--- src/rtl/safe_mode_seq_pkg.sv ---
// Shared types for the safe-mode reconfiguration sequencer.
// Latency: n/a (types and constants only).
// Backpressure: n/a.
//
// Holds the FSM state encoding, the applied-configuration record and its
// reset value. NCORES fixes the master one-hot width of safe_cfg_t.
package safe_mode_seq_pkg;

    localparam int NCORES = 3;

    typedef enum logic [2:0] {
        IDLE,
        HALT,
        WAIT_HALT,
        SYNC,
        WAIT_SYNC,
        APPLY,
        RESUME,
        WAIT_RUN
    } seq_state_e;

    typedef struct packed {
        logic [NCORES-1:0] master;
        logic              safe_mode;
        logic              safe_cfg;
    } safe_cfg_t;

    // Core 0 is master, safe mode off, default safe configuration.
    localparam safe_cfg_t SAFE_CFG_RST = '{master: NCORES'(1), safe_mode: 1'b0, safe_cfg: 1'b0};

endpackage

--- src/rtl/safe_mode_seq_timer.sv ---
// Ack-wait timer: counts enabled cycles, saturates, flags expiry.
// Latency: count updates one cycle after clr_i/en_i; expired_o is combinational on the count.
// Backpressure: none; clr_i has priority over en_i.
//
// Ports:
//   clk_i, rst_i  clock, synchronous active-high reset
//   clr_i         zero the count
//   en_i          advance the count (holds once expired)
//   expired_o     count has reached TimeoutCyc-1
module safe_mode_seq_timer #(
    parameter  int TimeoutCyc = 1024,
    localparam int TimeoutW   = $clog2(TimeoutCyc + 1)
) (
    input  logic clk_i,
    input  logic rst_i,
    input  logic clr_i,
    input  logic en_i,
    output logic expired_o
);

    logic [TimeoutW-1:0] r_cnt;
    logic                w_at_max;

    assign w_at_max  = (r_cnt == TimeoutW'(TimeoutCyc - 1));
    assign expired_o = w_at_max;

    // Stops at the expiry value so it never wraps back to zero.
    always_ff @(posedge clk_i) begin
        if (rst_i || clr_i) begin
            r_cnt <= '0;
        end else if (en_i && !w_at_max) begin
            r_cnt <= r_cnt + TimeoutW'(1);
        end
    end

endmodule

--- src/rtl/safe_mode_sequencer.sv ---
// Sequences safe-mode reconfiguration: halt cores, optional master sync, apply, resume.
// Latency: 6 cycles accept-to-done_o with immediate acks and no sync; 1 cycle for reject/no-op.
// Backpressure: req_ready_o is low whenever a sequence is in flight (state != IDLE).
//
// Ports:
//   clk_i, rst_i                      clock, synchronous active-high reset
//   req_valid_i/req_ready_o           request handshake; fields captured on accept
//   req_master_i/safe_mode_i/cfg_i    requested configuration (master one-hot)
//   halt_req_o/halted_i               per-core halt request and halted ack
//   sync_req_o/sync_done_i            master context-copy request and done pulse
//   master_core_o/safe_mode_o/cfg_o   applied configuration into the datapath
//   busy_o, done_o, err_o             status; done_o/err_o are one-cycle pulses
module safe_mode_sequencer
    import safe_mode_seq_pkg::*;
#(
    parameter int NCores     = 3,
    parameter int TimeoutCyc = 1024
) (
    input  logic              clk_i,
    input  logic              rst_i,
    input  logic              req_valid_i,
    output logic              req_ready_o,
    input  logic [NCores-1:0] req_master_i,
    input  logic              req_safe_mode_i,
    input  logic              req_safe_cfg_i,
    output logic [NCores-1:0] halt_req_o,
    input  logic [NCores-1:0] halted_i,
    output logic              sync_req_o,
    input  logic              sync_done_i,
    output logic [NCores-1:0] master_core_o,
    output logic              safe_mode_o,
    output logic              safe_cfg_o,
    output logic              busy_o,
    output logic              done_o,
    output logic              err_o
);

    // The applied-config record is sized by the package core count.
    if (NCores != NCORES) begin : g_bad_ncores
        $error("safe_mode_sequencer: NCores must equal safe_mode_seq_pkg::NCORES");
    end

    seq_state_e        r_state;
    safe_cfg_t         r_applied;
    safe_cfg_t         r_req;
    logic              r_abort;
    logic [NCores-1:0] r_halt_req;
    logic              r_sync_req;
    logic              r_done;
    logic              r_err;

    safe_cfg_t w_req_cfg;
    logic      w_tmr_clr;
    logic      w_tmr_en;
    logic      w_tmr_expired;
    logic      w_all_halted;
    logic      w_all_running;

    assign w_req_cfg     = '{master: req_master_i, safe_mode: req_safe_mode_i, safe_cfg: req_safe_cfg_i};
    assign w_all_halted  = &halted_i;
    assign w_all_running = (halted_i == '0);

    // Timer runs only in the wait states; every other state holds it at zero,
    // so each wait starts counting from zero on entry.
    assign w_tmr_en  = (r_state == WAIT_HALT) || (r_state == WAIT_SYNC) || (r_state == WAIT_RUN);
    assign w_tmr_clr = !w_tmr_en;

    safe_mode_seq_timer #(
        .TimeoutCyc (TimeoutCyc)
    ) u_timer (
        .clk_i     (clk_i),
        .rst_i     (rst_i),
        .clr_i     (w_tmr_clr),
        .en_i      (w_tmr_en),
        .expired_o (w_tmr_expired)
    );

    always_ff @(posedge clk_i) begin
        if (rst_i) begin
            r_state    <= IDLE;
            r_applied  <= SAFE_CFG_RST;
            r_req      <= SAFE_CFG_RST;
            r_abort    <= 1'b0;
            r_halt_req <= '0;
            r_sync_req <= 1'b0;
            r_done     <= 1'b0;
            r_err      <= 1'b0;
        end else begin
            r_done <= 1'b0;
            r_err  <= 1'b0;
            case (r_state)
                IDLE: begin
                    if (req_valid_i) begin
                        if (!$onehot(req_master_i)) begin
                            r_err <= 1'b1;
                        end else if (w_req_cfg == r_applied) begin
                            // Nothing to change: skip the halt entirely.
                            r_done <= 1'b1;
                        end else begin
                            r_req      <= w_req_cfg;
                            r_abort    <= 1'b0;
                            r_halt_req <= '1;
                            r_state    <= HALT;
                        end
                    end
                end
                HALT: begin
                    r_state <= WAIT_HALT;
                end
                WAIT_HALT: begin
                    // An ack on the expiry cycle wins over the abort.
                    if (w_all_halted) begin
                        if (r_req.safe_mode && !r_applied.safe_mode) begin
                            r_sync_req <= 1'b1;
                            r_state    <= SYNC;
                        end else begin
                            r_state <= APPLY;
                        end
                    end else if (w_tmr_expired) begin
                        r_abort    <= 1'b1;
                        r_halt_req <= '0;
                        r_state    <= RESUME;
                    end
                end
                SYNC: begin
                    r_state <= WAIT_SYNC;
                end
                WAIT_SYNC: begin
                    if (sync_done_i) begin
                        r_sync_req <= 1'b0;
                        r_state    <= APPLY;
                    end else if (w_tmr_expired) begin
                        r_abort    <= 1'b1;
                        r_sync_req <= 1'b0;
                        r_halt_req <= '0;
                        r_state    <= RESUME;
                    end
                end
                APPLY: begin
                    r_applied  <= r_req;
                    r_halt_req <= '0;
                    r_state    <= RESUME;
                end
                RESUME: begin
                    r_state <= WAIT_RUN;
                end
                WAIT_RUN: begin
                    // An earlier abort is reported only once the cores run again.
                    if (w_all_running) begin
                        r_done  <= !r_abort;
                        r_err   <= r_abort;
                        r_state <= IDLE;
                    end else if (w_tmr_expired) begin
                        r_err   <= 1'b1;
                        r_state <= IDLE;
                    end
                end
                default: begin
                    r_state <= IDLE;
                end
            endcase
        end
    end

    assign req_ready_o   = (r_state == IDLE);
    assign busy_o        = (r_state != IDLE);
    assign halt_req_o    = r_halt_req;
    assign sync_req_o    = r_sync_req;
    assign master_core_o = r_applied.master;
    assign safe_mode_o   = r_applied.safe_mode;
    assign safe_cfg_o    = r_applied.safe_cfg;
    assign done_o        = r_done;
    assign err_o         = r_err;

endmodule

--- config.mk ---
export PLATFORM = sky130hd
export DESIGN_NAME = safe_mode_sequencer
export DESIGN_NICKNAME = d
export VERILOG_FILES = /design/src/rtl/safe_mode_seq_pkg.sv /design/src/rtl/safe_mode_seq_timer.sv /design/src/rtl/safe_mode_sequencer.sv
export SDC_FILE = /design/constraint.sdc
export NUM_CORES = 1
export LEC_CHECK = 0
export ABC_CLOCK_PERIOD_IN_PS = 2200
export BUFFER_PORTS_ARGS = -buffer_cell sky130_fd_sc_hd__buf_2
export CELL_PAD_IN_SITES_DETAIL_PLACEMENT = 0
export CELL_PAD_IN_SITES_GLOBAL_PLACEMENT = 2
export CORE_UTILIZATION = 32
export DETAILED_ROUTE_END_ITERATION = 6
export PLACE_DENSITY_LB_ADDON = 0.1
export SLEW_MARGIN = 10
export SYNTH_ARGS = -nofsm -noshare
export SYNTH_HDL_FRONTEND = slang
export SYNTH_SLANG_ARGS = --single-unit
export TNS_END_PERCENT = 30
--- constraint.sdc ---
create_clock -name clk_i -period 2.2 [get_ports clk_i]
set_input_delay 0.22 -clock clk_i [delete_from_list [all_inputs] [get_ports clk_i]]
set_output_delay 0.22 -clock clk_i [all_outputs]
set_load 0.03 [all_outputs]
[After elaboration in Yosys (flattened, before gate mapping)]
Index checks and enable logic that the tools add are counted.
Word-level totals
  flip-flop bits (word level): 31
  bits of input ports: 12
  output and inout port bits: 13
  word-level logic and storage cells: 96
Cells by class
  $add $sub $neg: 3
  equal/unequal tests: 19
  mux-type cells: 39
  bitwise operators: 1
  reductions and logical operators: 21
Operators by type and width (count)
  two-way mux 3 bit: 15
  one-hot mux 3 bit (8 select lines): 1
  two-way mux 1 bit: 18
  == test 3 bit, second input constant: 4
  one-hot mux 3 bit (4 select lines): 1
  AND reduction 4 bit: 3
  AND reduction 6 bit: 2
  adder 11 x 1 -> 11 bit, second input constant: 1
  == test 11 x 10 -> 1 bit, second input constant: 1
  != test 2 bit, second input constant: 5
  == test 3 x 2 -> 1 bit, second input constant: 2
  logical NOT 3 bit: 2
  != test 3 x 2 -> 1 bit, second input constant: 2
  one-hot mux 1 bit (2 select lines): 3
  nonzero test 3 bit: 2
  == test 5 bit: 1
  logical NOT 1 bit: 4
  != test 2 x 1 -> 1 bit, second input constant: 2
  nonzero test 4 bit: 1
  == test 3 x 1 -> 1 bit, second input constant: 1
  logical OR 1 bit: 3
  one-hot mux 1 bit (3 select lines): 1
  AND reduction 3 bit: 1
  adder 1 x 1 -> 2 bit: 1
  other kinds (5): 6

[Longest topological paths before layout]
  depth in word-level cells: 6
  mapped depth: 7
  mapped depth without buffers: 6

[Modules after synthesis]
A second synthesis with hierarchy kept.
Second synthesis, totals
  cells, all modules: 177
  area total of the unflattened synthesis: 1527.7 um^2
Modules (own cells, without submodules)
  safe_mode_sequencer: instances 1, cells an instance 115, area an instance 988.4 um^2, seq. area each 360.3 um^2
  safe_mode_seq_timer: instances 1, cells an instance 62, area an instance 539.3 um^2, seq. area each 220.2 um^2

[Worst setup path after synthesis]
No wires, ideal clock.
  kind: flip-flop to flip-flop
  start point: reg r_state[0]
  end point: reg r_abort
  library setup time: 0.128 ns
  arrival time: 1.617 ns
  required time: 2.072 ns
  slack: 0.455 ns
  cell stages (with the launch flop): 8
  buffers on the path: 2
  period minus slack after synthesis: 1.745 ns
  path through: dfxtp_1 > buf_2 > or3_1 > clkbuf_1 > nor2_1 > o21ai_2 > a22oi_1 > nor2_1
On the way
  cells in the longest elaborated chain, start to end: 3
  elaborated cells on any way between the ends: 11
  those cells by class: eq/ne: 7; mux: 1; reduce/logical: 3
Ends and longest elaborated chain
  from (decl): line safe_mode_sequencer.sv:43  | seq_state_e r_state;
  from (signal assigned): line safe_mode_sequencer.sv:80  | r_state <= IDLE;
  from (signal assigned): line safe_mode_sequencer.sv:103  | r_state <= HALT;
  from (signal assigned): line safe_mode_sequencer.sv:108  | r_state <= WAIT_HALT;
  == test 3 x 2 -> 1 bit (tied with other cells): line safe_mode_sequencer.sv:91  | case (r_state)
  != test 2 bit (no line) (tied with other cells)
  AND reduction 6 bit (no line)
  to (signal assigned): line safe_mode_sequencer.sv:83  | r_abort <= 1'b0;
  to (signal assigned): line safe_mode_sequencer.sv:101  | r_abort <= 1'b0;
  to (signal assigned): line safe_mode_sequencer.sv:120  | r_abort <= 1'b1;
  to (decl): line safe_mode_sequencer.sv:46  | logic r_abort;
Several ways; a longest one is shown, not always the timed one.
A chain may end at the register's enable or synchronous reset.

[Worst setup path after layout]
  start point: reg r_state[0]
  end point: out req_ready_o
On the way
  cells in the longest elaborated chain, start to end: 1
Ends and longest elaborated chain
  logical NOT 3 bit: line safe_mode_sequencer.sv:165  | assign req_ready_o = (r_state == IDLE);
  to (decl): line safe_mode_sequencer.sv:22  | output logic req_ready_o,
No other way between the ends.

==> key figures <==
Clocking
  – CTS Buf Count: 5
  – Clock root cell: clkbuf_8
  – CTS tree: yes
  – H-Tree Depth: 2
  – Worst-Skew Late Latency: 0.28 ns
  – Post-CTS Setup Repair Bufs: 0
  – Clock buffer depth: 2
  – CTS sink cnt: 29
  – Cts repair resizes: 0
  – Clock-pin slew on the worst setup and hold paths: 0.06 ns
  – Hold-fix buffers, CTS: 0

Final layout
  – Layout cells sized above 1: 20.7%
  – Multi-input logic area: 816 sq um
  – Layout filler cell count: 471
  – Antenna cells: 0
  – Fin area: around 1700 sq um
  – Storage element area: about 580 sq um
  – # nets final: 212
  – Most frequent cells in the layout: dfxtp_1, nor2_1, buf_2, xnor2_1
  – Post-Layout Cell Count: 250
  – Commonest non-fill, non-tap cell in the layout: dfxtp_1
  – Area grow syn2layout: 16.4%
  – Final Util: 39.2%

Route
  – Top routing layer used: met4
  – Met3 WL: 175 microns
  – Vias per cell: between 5 and 6
  – Wire per inst: 13.5 microns
  – Post-route DRC: 0
  – Final wirelength: 3.38 mm
  – Routed Antenna Nets: 0
  – Initial DRT Pass Iterations: 4
  – DR iter-0 viols: 153
  – Vias: 1,257
  – Detail Route met2 WL: 1.41 mm
  – M1 wire length: 1.75 mm

Pwr
  – Total Power: between 1 and 1.5 mW
  – PD cells: 656 nW/um^2
  – Worst vdd ir: just under 0.3 mV
  – Leakage: 0.665 nW

Floorplanning
  – Starting Density: 33.7%
  – Core area: around 4400 sq um
  – Die extent in x: 70.0 microns
  – Die Ht: 70.0 microns
  – Die area: 4890 sq um
  – Row cnt: 24
  – I/O pins: 25

Flow run
  – Maxcap violations: 0

Run status
  – Outcome: completed

STA
  – Setup WS post-layout: 0.373 ns
  – WHS: 0.204 ns
  – # setup viols final: 0
  – Relative slew slack: roughly 63%
  – Final Critical Period: 1.83 ns
  – Worst-margin pin slew: 0.550 ns
  – Final Max Tran Viols: 0
  – Post-Route Skew: slightly below 0.01 ns
  – TNS Setup: 0 ns
  – Period utilization: between 80 and 90%
  – Hold Fails Final Rpt: 0
  – FMAX: between 500 and 600 MHz
  – RSZ-0062 raised after global routing: false

Global routing
  – Tot GR Track Use: 15.3%
  – Pin count of the biggest net entering global routing: 19
  – Grt total ovfl: 0
  – Initial antenna violation count: 0
  – Global-route wire length before repair: 5.84 mm
  – Vias in the first global route: 1,156

Synth
  – #FFs+latches synth: 29
  – Synth top area cells: dfxtp_1, nor2_1, xnor2_1
  – Post-synth top flop: dfxtp_1
  – Synth Cell Area: 1480 sq um
  – Register area share after synthesis: 39.3%
  – Mapped Nets: around 190
  – Yosys cell types: between 40 and 50
  – Yosys warnings: 0
  – Synth area leader: dfxtp_1
  – Cells after synthesis: ~180
  – Number of flops mapped to enable cells by yosys: 0
  – Area share of the largest cell type after synthesis: 39.3%
  – Syn_area_per_cell: about 8.4 sq um
  – Synth async-reset ratio: 0%

Placement
  – Placed wire-length estimate: around 2.5 mm
  – Post-Place Cell Area: 1630 sq um
  – PortBufs: 24
  – Gpl congestion: 0.741
  – Post-Place Setup Slack: 0.387 ns
  – Cell count after placement: 243

Critical path
  – CP max FO: 17
  – Crit start category: register
  – Worst setup EP type: output pin
  – Worst endpoint required time: 1.98 ns
  – WP data arrival: 1.61 ns
  – CP Class: register to output pin

Hold path
  – Hold crit path type: input port to register
worst max-delay path, stage by stage, from the launching register on:
cell,delay [ns]
dfxtp_1,0.48
or3_1,0.51
inv_1,0.12
buf_2,0.21
cells by family (layout without fill, tap and decap cells):
kind of cell	Yosys count	after routing	share of synthesized area, %
buf+inv	18	41	5.50
flops	29	29	39.3
fa+ha+maj	2	2	2.20
mux	6	6	4.06
xor+xnor	14	14	8.30
simple gates	75	75	26.1
compound gates	31	31	14.6
report_power, final:
group | switching [mW] | internal [mW]
Clock | 0.190 | 0.247
Combinational | 0.0840 | 0.0517
Sequential | 0.0176 | 0.538
Total | 0.291 | 0.837
cells in the mapped netlist, types with 2 or more instances:
cell type,instances
o21ai_0,3
buf_2,2
a22oi_1,2
dfxtp_1,29
nand2_1,11
nor4b_2,2
nor4_1,3
nand2b_1,2
o21ai_1,3
xor2_1,2
nand3_1,11
mux2i_1,6
a31oi_1,3
nand3b_1,2
clkbuf_1,6
nor3_1,6
xnor2_1,12
inv_1,6
o22ai_1,3
nor2b_1,3
nor2_1,28
buf_4,3
a21oi_1,6
routing by layer:
metal,GRT usage (%),vias up
met5,0,-
met4,8.22,0
met3,3.61,6
met2,20.4,33
met1,22.3,564
li1,-,654
layout make-up:
class,instances,share of cell area [%]
Multi-Input combinational cell,128,47.4
Sequential cell,29,33.7
Timing Repair Buffer,28,8.73
Clock buffer,7,5.02
Tap cell,52,3.78
Inverter,6,1.31
path summary, 6_finish.rpt:
path | from | endpoint | slack, ns | cells after the start
hold reg to reg | u_timer.r_cnt[10]$_SDFFE_PP0P_ | u_timer.r_cnt[10]$_SDFFE_PP0P_ | 0.46 | 2
hold / removal | req_safe_mode_i | r_req[1]$_SDFFE_PP0P_ | 0.20 | 3
setup reg to reg | u_timer.r_cnt[0]$_SDFFE_PP0P_ | u_timer.r_cnt[3]$_SDFFE_PP0P_ | 0.39 | 6
setup / recovery | r_state[0]$_SDFFE_PP0P_ | req_ready_o | 0.37 | 3
sequential cells by signal, indices dropped and copies added (netlist names):
register,cells
safe_cfg_o,1
r_state,3
master_core_o,3
r_abort,1
safe_mode_o,1
done_o,1
halt_req_o,1
r_req,5
err_o,1
sync_req_o,1
u_timer.r_cnt,11
Power figures use the tool's default switching activity.
